===== config.mk =====
export PLATFORM = sky130hd
export DESIGN_NAME = bitonic_out_buffer_4
export DESIGN_NICKNAME = d
export VERILOG_FILES = /design/src/rtl/bitonic_out_buffer_4.sv
export SDC_FILE = /design/constraint.sdc
export NUM_CORES = 2
export LEC_CHECK = 0
export BUFFER_PORTS_ARGS = -buffer_cell sky130_fd_sc_hd__buf_2
export CORE_MARGIN = 5
export CORE_UTILIZATION = 30
export DETAILED_ROUTE_END_ITERATION = 6
export SYNTH_ARGS = -nofsm -noshare
export SYNTH_HDL_FRONTEND = slang
export SYNTH_SLANG_ARGS = --single-unit

===== constraint.sdc =====
create_clock -name i_clk -period 55.1 [get_ports i_clk]
set_clock_uncertainty 0.15 [all_clocks]
set_input_delay 8.265 -clock i_clk [delete_from_list [all_inputs] [get_ports i_clk]]
set_output_delay 8.265 -clock i_clk [all_outputs]
set_load 0.02 [all_outputs]

===== src/rtl/bitonic_out_buffer_4.sv =====
// bitonic_out_buffer_4: output stage behind the 8-input bitonic merge network.
// It captures the sorted lower tuple, or both tuples when a run is flushed, into a tuple FIFO.
// The upper tuple is returned to the feeder as feedback.
// A registered stall request throttles the network early enough to cover its 3-stage latency.
// Optional feature macro: ORDER_CHECK_EN adds the sticky ascending-order checker output
// o_order_err.
module bitonic_out_buffer_4 #(
    parameter int unsigned W     = 32,
    parameter int unsigned DEPTH = 16,
    parameter int unsigned SLACK = 8
) (
    input  logic                     i_clk,
    input  logic                     i_rst,
    input  logic                     i_stall,
    input  logic                     i_switch_output,
    input  logic [4*W-1:0]           i_elems_0,
    input  logic [4*W-1:0]           i_elems_1,
    output logic                     o_stall_req,
    output logic [4*W-1:0]           o_fb_elems,
    output logic                     o_fb_valid,
    output logic                     o_fb_clear,
    output logic [4*W-1:0]           o_data,
    output logic                     o_valid,
    input  logic                     i_ready,
    output logic [$clog2(DEPTH):0]   o_count,
    output logic                     o_overflow
`ifdef ORDER_CHECK_EN
    ,
    output logic                     o_order_err
`endif
);

    localparam int unsigned PW = $clog2(DEPTH);
    localparam int unsigned CW = PW + 1;
    localparam logic [CW-1:0] StallThr = CW'(DEPTH - SLACK);

    logic [4*W-1:0] r_mem [DEPTH];
    logic [PW-1:0]  r_wr_ptr;
    logic [PW-1:0]  r_rd_ptr;
    logic [CW-1:0]  r_count;
    logic           r_overflow;
    logic           r_stall_req;
    logic [4*W-1:0] r_fb_elems;
    logic           r_fb_valid;
    logic           r_fb_clear;

    logic           w_accept;
    logic [1:0]     w_push_n;
    logic           w_pop;
    logic [CW-1:0]  w_space;
    logic           w_push_ok;
    logic [CW-1:0]  w_count_next;
    logic [PW-1:0]  w_wr_ptr_1;

    // In-flight network data is ignored while reset is held.
    always_comb begin
        w_accept     = ~i_stall & ~i_rst;
        w_push_n     = w_accept ? (i_switch_output ? 2'd2 : 2'd1) : 2'd0;
        w_pop        = (r_count != '0) & i_ready;
        w_space      = CW'(DEPTH) - r_count + CW'(w_pop);
        // A flush that does not fit is dropped whole, never split.
        w_push_ok    = (w_push_n != 2'd0) && (CW'(w_push_n) <= w_space);
        w_count_next = r_count + (w_push_ok ? CW'(w_push_n) : '0) - CW'(w_pop);
        w_wr_ptr_1   = r_wr_ptr + PW'(1);
    end

    // Tuple storage; contents are meaningless until counted in r_count.
    always_ff @(posedge i_clk) begin
        if (w_push_ok) begin
            r_mem[r_wr_ptr] <= i_elems_0;
            if (i_switch_output) begin
                r_mem[w_wr_ptr_1] <= i_elems_1;
            end
        end
    end

    // Pointers, occupancy, overflow flag and the registered stall request.
    always_ff @(posedge i_clk) begin
        if (i_rst) begin
            r_wr_ptr    <= '0;
            r_rd_ptr    <= '0;
            r_count     <= '0;
            r_overflow  <= 1'b0;
            r_stall_req <= 1'b1;
        end else begin
            if (w_push_ok) begin
                r_wr_ptr <= r_wr_ptr + PW'(w_push_n);
            end
            if (w_pop) begin
                r_rd_ptr <= r_rd_ptr + PW'(1);
            end
            if ((w_push_n != 2'd0) && !w_push_ok) begin
                r_overflow <= 1'b1;
            end
            r_count     <= w_count_next;
            r_stall_req <= (w_count_next > StallThr);
        end
    end

    // Feedback path: upper tuple on a normal accept, clear pulse when the run ends.
    always_ff @(posedge i_clk) begin
        if (i_rst) begin
            r_fb_elems <= '0;
            r_fb_valid <= 1'b0;
            r_fb_clear <= 1'b0;
        end else begin
            r_fb_valid <= w_accept & ~i_switch_output;
            r_fb_clear <= w_accept & i_switch_output;
            if (w_accept && !i_switch_output) begin
                r_fb_elems <= i_elems_1;
            end
        end
    end

`ifdef ORDER_CHECK_EN
    logic           r_order_err;
    logic           r_run_active;
    logic [W-1:0]   r_prev_hi;
    logic           w_violation;

    function automatic logic is_ascending(input logic [4*W-1:0] t);
        return (t[W-1:0] <= t[2*W-1:W]) && (t[2*W-1:W] <= t[3*W-1:2*W]) &&
               (t[3*W-1:2*W] <= t[4*W-1:3*W]);
    endfunction

    // Ordering within each tuple, across the two flushed tuples and against the prior push.
    always_comb begin
        w_violation = 1'b0;
        if (w_accept) begin
            if (!is_ascending(i_elems_0)) begin
                w_violation = 1'b1;
            end
            if (r_run_active && (i_elems_0[W-1:0] < r_prev_hi)) begin
                w_violation = 1'b1;
            end
            if (i_switch_output &&
                (!is_ascending(i_elems_1) || (i_elems_1[W-1:0] < i_elems_0[4*W-1:3*W]))) begin
                w_violation = 1'b1;
            end
        end
    end

    // Run tracking and the sticky order error.
    always_ff @(posedge i_clk) begin
        if (i_rst) begin
            r_order_err  <= 1'b0;
            r_run_active <= 1'b0;
            r_prev_hi    <= '0;
        end else begin
            if (w_violation) begin
                r_order_err <= 1'b1;
            end
            if (w_accept) begin
                r_run_active <= ~i_switch_output;
                r_prev_hi    <= i_elems_0[4*W-1:3*W];
            end
        end
    end

    assign o_order_err = r_order_err;
`endif

    assign o_stall_req = r_stall_req;
    assign o_fb_elems  = r_fb_elems;
    assign o_fb_valid  = r_fb_valid;
    assign o_fb_clear  = r_fb_clear;
    assign o_data      = r_mem[r_rd_ptr];
    assign o_valid     = (r_count != '0);
    assign o_count     = r_count;
    assign o_overflow  = r_overflow;

endmodule

==> impl_metrics.py <==
metrics = {
    "status": {
        "outcome": "completed",
    },
    "synthesis": {
        "avgSynthCellArea_sq_um": 17.44,
        "yosysSeqAreaShare": 0.5939,
        "synth_top_flop_cell": "edfxtp_1",
        "synth_top_area_frac": 0.5665,
        "mappedNetlistArea_sq_mm": 0.1086,
        "ys_seq_elements": 2197,
        "async_flop_share": 0,
        "synth_top_cell_by_area": "edfxtp_1",
        "syn-instance-count": 6227,
        "synth_edf_count": 2048,
        "synth_warnings": 0,
        "synth.distinct_cells": 46,
        "synth_fp_nets": 6504,
        "synthTopCellsByArea": "edfxtp_1, mux2_2, mux4_2",
    },
    "worst_setup_path": {
        "r2r_cells": 18,
        "critical_path_class": "reg -> out",
        "cpMostUsedCell": "buf_4",
        "worst-r2r-setup-slack_ns": 48.23,
        "crit_slowest_cell": "buf_4",
        "worstPathMaxFanout": 61,
        "slowest_delay_ns": 0.92,
        "reg2reg_from": "o_count[2]",
        "timing.rr.end": "r_mem[6][70]",
        "cp_cell_sequence": "buf_4 > buf_4 > buf_4 > buf_4 > mux4_2 > mux4_2 > buf_2",
        "worst_setup_path_end_kind": "output port",
        "crit_required_ns": 46.69,
        "cp_data_arrival_time_ns": 6.48,
        "cp-start-kind": "flop",
    },
    "global_routing": {
        "grt.overflow.total": 0,
        "grt_usage": 0.1843,
        "grt_max_degree": 124,
        "grt_first_pass_wirelength_um": 497400,
        "grt_pass1_vias": 64023,
        "antenna_found_initial": 79,
    },
    "place": {
        "portBuffers": 526,
        "dp_hpwl_um": 186400,
        "postPlaceCellArea_sq_mm": 0.1157,
        "gp_congestion": 0.7362,
        "dp.cells": 11004,
    },
    "min_path": {
        "hold_class": "reg -> reg",
        "whs_endpoint": "o_fb_elems[122]",
        "whs_path_depth": 2,
        "hold_start": "o_fb_elems[122]",
    },
    "cts": {
        "cts-root-buf": "clkbuf_16",
        "cts_max_level": 5,
        "clk_pin_slew_ns": 0.06,
        "clk_latency_ns": 0.87,
        "numCtsBuffers": 266,
        "cts_buffer_depth": 4,
        "post-cts-setup-buffer-count": 0,
        "cts-resized-gates": 0,
        "postCtsHoldBufs": 0,
        "tritoncts": "done",
        "clkSinkCount": 2197,
    },
    "route": {
        "met1_length_um": 142700,
        "wl_per_cell_um": 30.82,
        "maxUsedRoutingLayer": "met5",
        "ant_nets": 0,
        "dr_wl_met2_um": 179100,
        "first_iter_violations": 5686,
        "drcViolationCount": 0,
        "drt_first_pass_iters": 5,
        "totalWireLength_um": 355200,
        "via_count": 61079,
        "wl_met3_um": 23130,
        "via_per_inst": 5.301,
    },
    "pwr": {
        "internal_power_uw": 3266,
        "p_seq_frac": 0.421,
        "p_total_uw": 4514,
        "power_density_mw_per_mm2": 36.36,
        "ir_drop_mv": 0.02870,
        "switching_share": 0.2765,
        "clockPowerShare": 0.379,
        "power_frac_comb": 0.201,
        "switchingPower_uw": 1248,
        "leakage_uw": 0.03939,
    },
    "cells_and_area": {
        "nFillCells": 34135,
        "drive_gt1_frac": 0.5578,
        "syn2layout_area_growth_pct": 14.36,
        "fin_nets": 6755,
        "final_cell_area_sq_mm": 0.1242,
        "finalNonFillerCells": 11523,
    },
    "run": {
        "drv_cap": 0,
    },
    "timing": {
        "maxSlewHeadroom": 0.2215,
        "setup_viol": 0,
        "fin_tns_setup_ns": 0,
        "period_needed_ns": 14.89,
        "worst_pin_slew_ns": 1.168,
        "finalHoldViolCount": 0,
        "fmax_mhz": 67.14,
        "rsz0062_at_grt": "no",
        "drv_slew": 0,
        "fin_crit_sh": 0.2703,
    },
    "die": {
        "pin_count": 527,
        "fp.coreArea_sq_mm": 0.3614,
        "die_h_um": 611.6,
        "die_area_sq_mm": 0.3740,
        "placementRows": 221,
        "die_w_um": 611.6,
        "start_util": 0.3004,
    },
}
[critical path, delay by kind of cell, from the launching register on]
family | cells | cell delay [ns]
multiplexers | 2 | 0.97
flip-flops | 1 | 0.87
buffers and inverters | 5 | 3.54
[routing by layer]
| layer | track usage | up-vias |
|---|---|---|
| li1 | - | 25393 |
| met1 | 0.2334 | 32956 |
| met2 | 0.3198 | 2147 |
| met3 | 0.03640 | 543 |
| met4 | 0.05230 | 40 |
| met5 | 0 | - |
[worst max-delay path by stage]
| stage | endpoint | slack (ns) |
|---|---|---|
| CTS | o_data[120] | 40.00 |
| global route | o_data[120] | 39.73 |
| global placement | r_mem[6][72] | 40.74 |
| finish | o_data[63] | 40.21 |
| detailed placement | r_mem[6][58] | 40.83 |
| floorplan | r_mem[1][0] | 32.09 |
[per-stage QoR]
step	util	setup slack [ns]	hold WS [ns]
4_1_cts	0.3433	40.00	0.3222
5_1_grt	0.3434	39.73	0.3340
3_3_place_gp	0.3202	40.74	0.3057
2_1_floorplan	-	32.09	0.3178
6_report	0.3435	40.21	0.3176
3_5_place_dp	0.3202	40.83	0.3100
[placed cells by master, fill, tap and decap left out, types with 3 or more instances in the layout]
cell,n
inv_6,12
buf_4,132
inv_1,20
clkbuf_8,6
clkbuf_16,272
xor2_1,3
a211oi_1,42
buf_12,15
a21oi_1,48
nor2b_1,42
clkinv_2,44
nor2_4,3
clkinvlp_4,5
bufinv_16,13
nor3_2,15
buf_2,525
edfxtp_1,2048
dfxtp_4,4
mux2_4,120
nand2b_1,133
xnor2_1,5
dfxtp_1,145
nor2_1,16
inv_16,5
nand2_1,136
mux4_2,599
mux2i_1,42
ha_1,14
nor4_2,6
diode_2,40
clkbuf_1,62
a211oi_4,4
mux2_2,1928
clkinv_1,51
clkinv_8,4
o21ai_0,129
[cells in the mapped netlist, types with 3 or more instances]
cell type	n
ha_1	14
a21oi_1	48
o21ai_0	129
dfxtp_1	149
mux4_2	599
nor3_1	17
xor2_1	3
nor4_1	6
edfxtp_1	2048
clkbuf_1	398
mux2i_1	42
buf_2	220
buf_4	4
mux2_4	120
nor2b_1	42
buf_6	14
inv_1	21
mux2_2	1928
nand2b_1	133
a211oi_1	46
buf_1	54
xnor2_1	5
nand2_1	136
or3_1	4
nor2_1	19
[layout make-up]
class	instances	area (sq um)	area share
Clock buffer	340	7122	0.05736
Tap cell	4794	5998	0.04831
Multi-Input combinational cell	3319	41220	0.3320
Timing Repair Buffer	673	3930	0.03165
Antenna cell	40	100.1	0.0008062
Clock inverter	139	1199	0.009655
Inverter	21	86.33	0.0006954
Sequential cell	2197	64500	0.5195
[flip-flops by register name (all words and copies together), names as in the netlist, named ones only]
signal / flops
r_mem: 2048
o_fb_elems: 128
o_count: 5
r_rd_ptr: 4
r_wr_ptr: 4
o_fb_clear: 1
o_fb_valid: 1
o_overflow: 1
o_stall_req: 1
[cell families (layout without fill, tap and decap cells)]
| family | Yosys count | in the layout | synth area share |
|---|---|---|---|
| and+or+nand+nor | 369 | 369 | 0.01763 |
| DFF | 2197 | 2197 | 0.5939 |
| muxes | 2689 | 2689 | 0.3447 |
| adders and majority gates | 16 | 16 | 0.001982 |
| buffers and inverters | 711 | 1173 | 0.02822 |
| xor gates and xnor gates | 9 | 9 | 0.0007953 |
| AOI/OAI and AO/OA | 236 | 236 | 0.01273 |
| other | 0 | 40 | 0 |
[power by group through the flow]
| stage | combinational [uW] | clock, uW | sequential (uW) |
|---|---|---|---|
| 2_1_floorplan | 633 | 0 | 1940 |
| 3_3_place_gp | 915 | 0 | 1930 |
| 3_5_place_dp | 922 | 0 | 1930 |
| 4_1_cts | 925 | 1750 | 1900 |
| 5_1_grt | 967 | 1820 | 1900 |
| 6_report | 906 | 1710 | 1900 |
No activity file was read; power rests on OpenSTA's default activity.
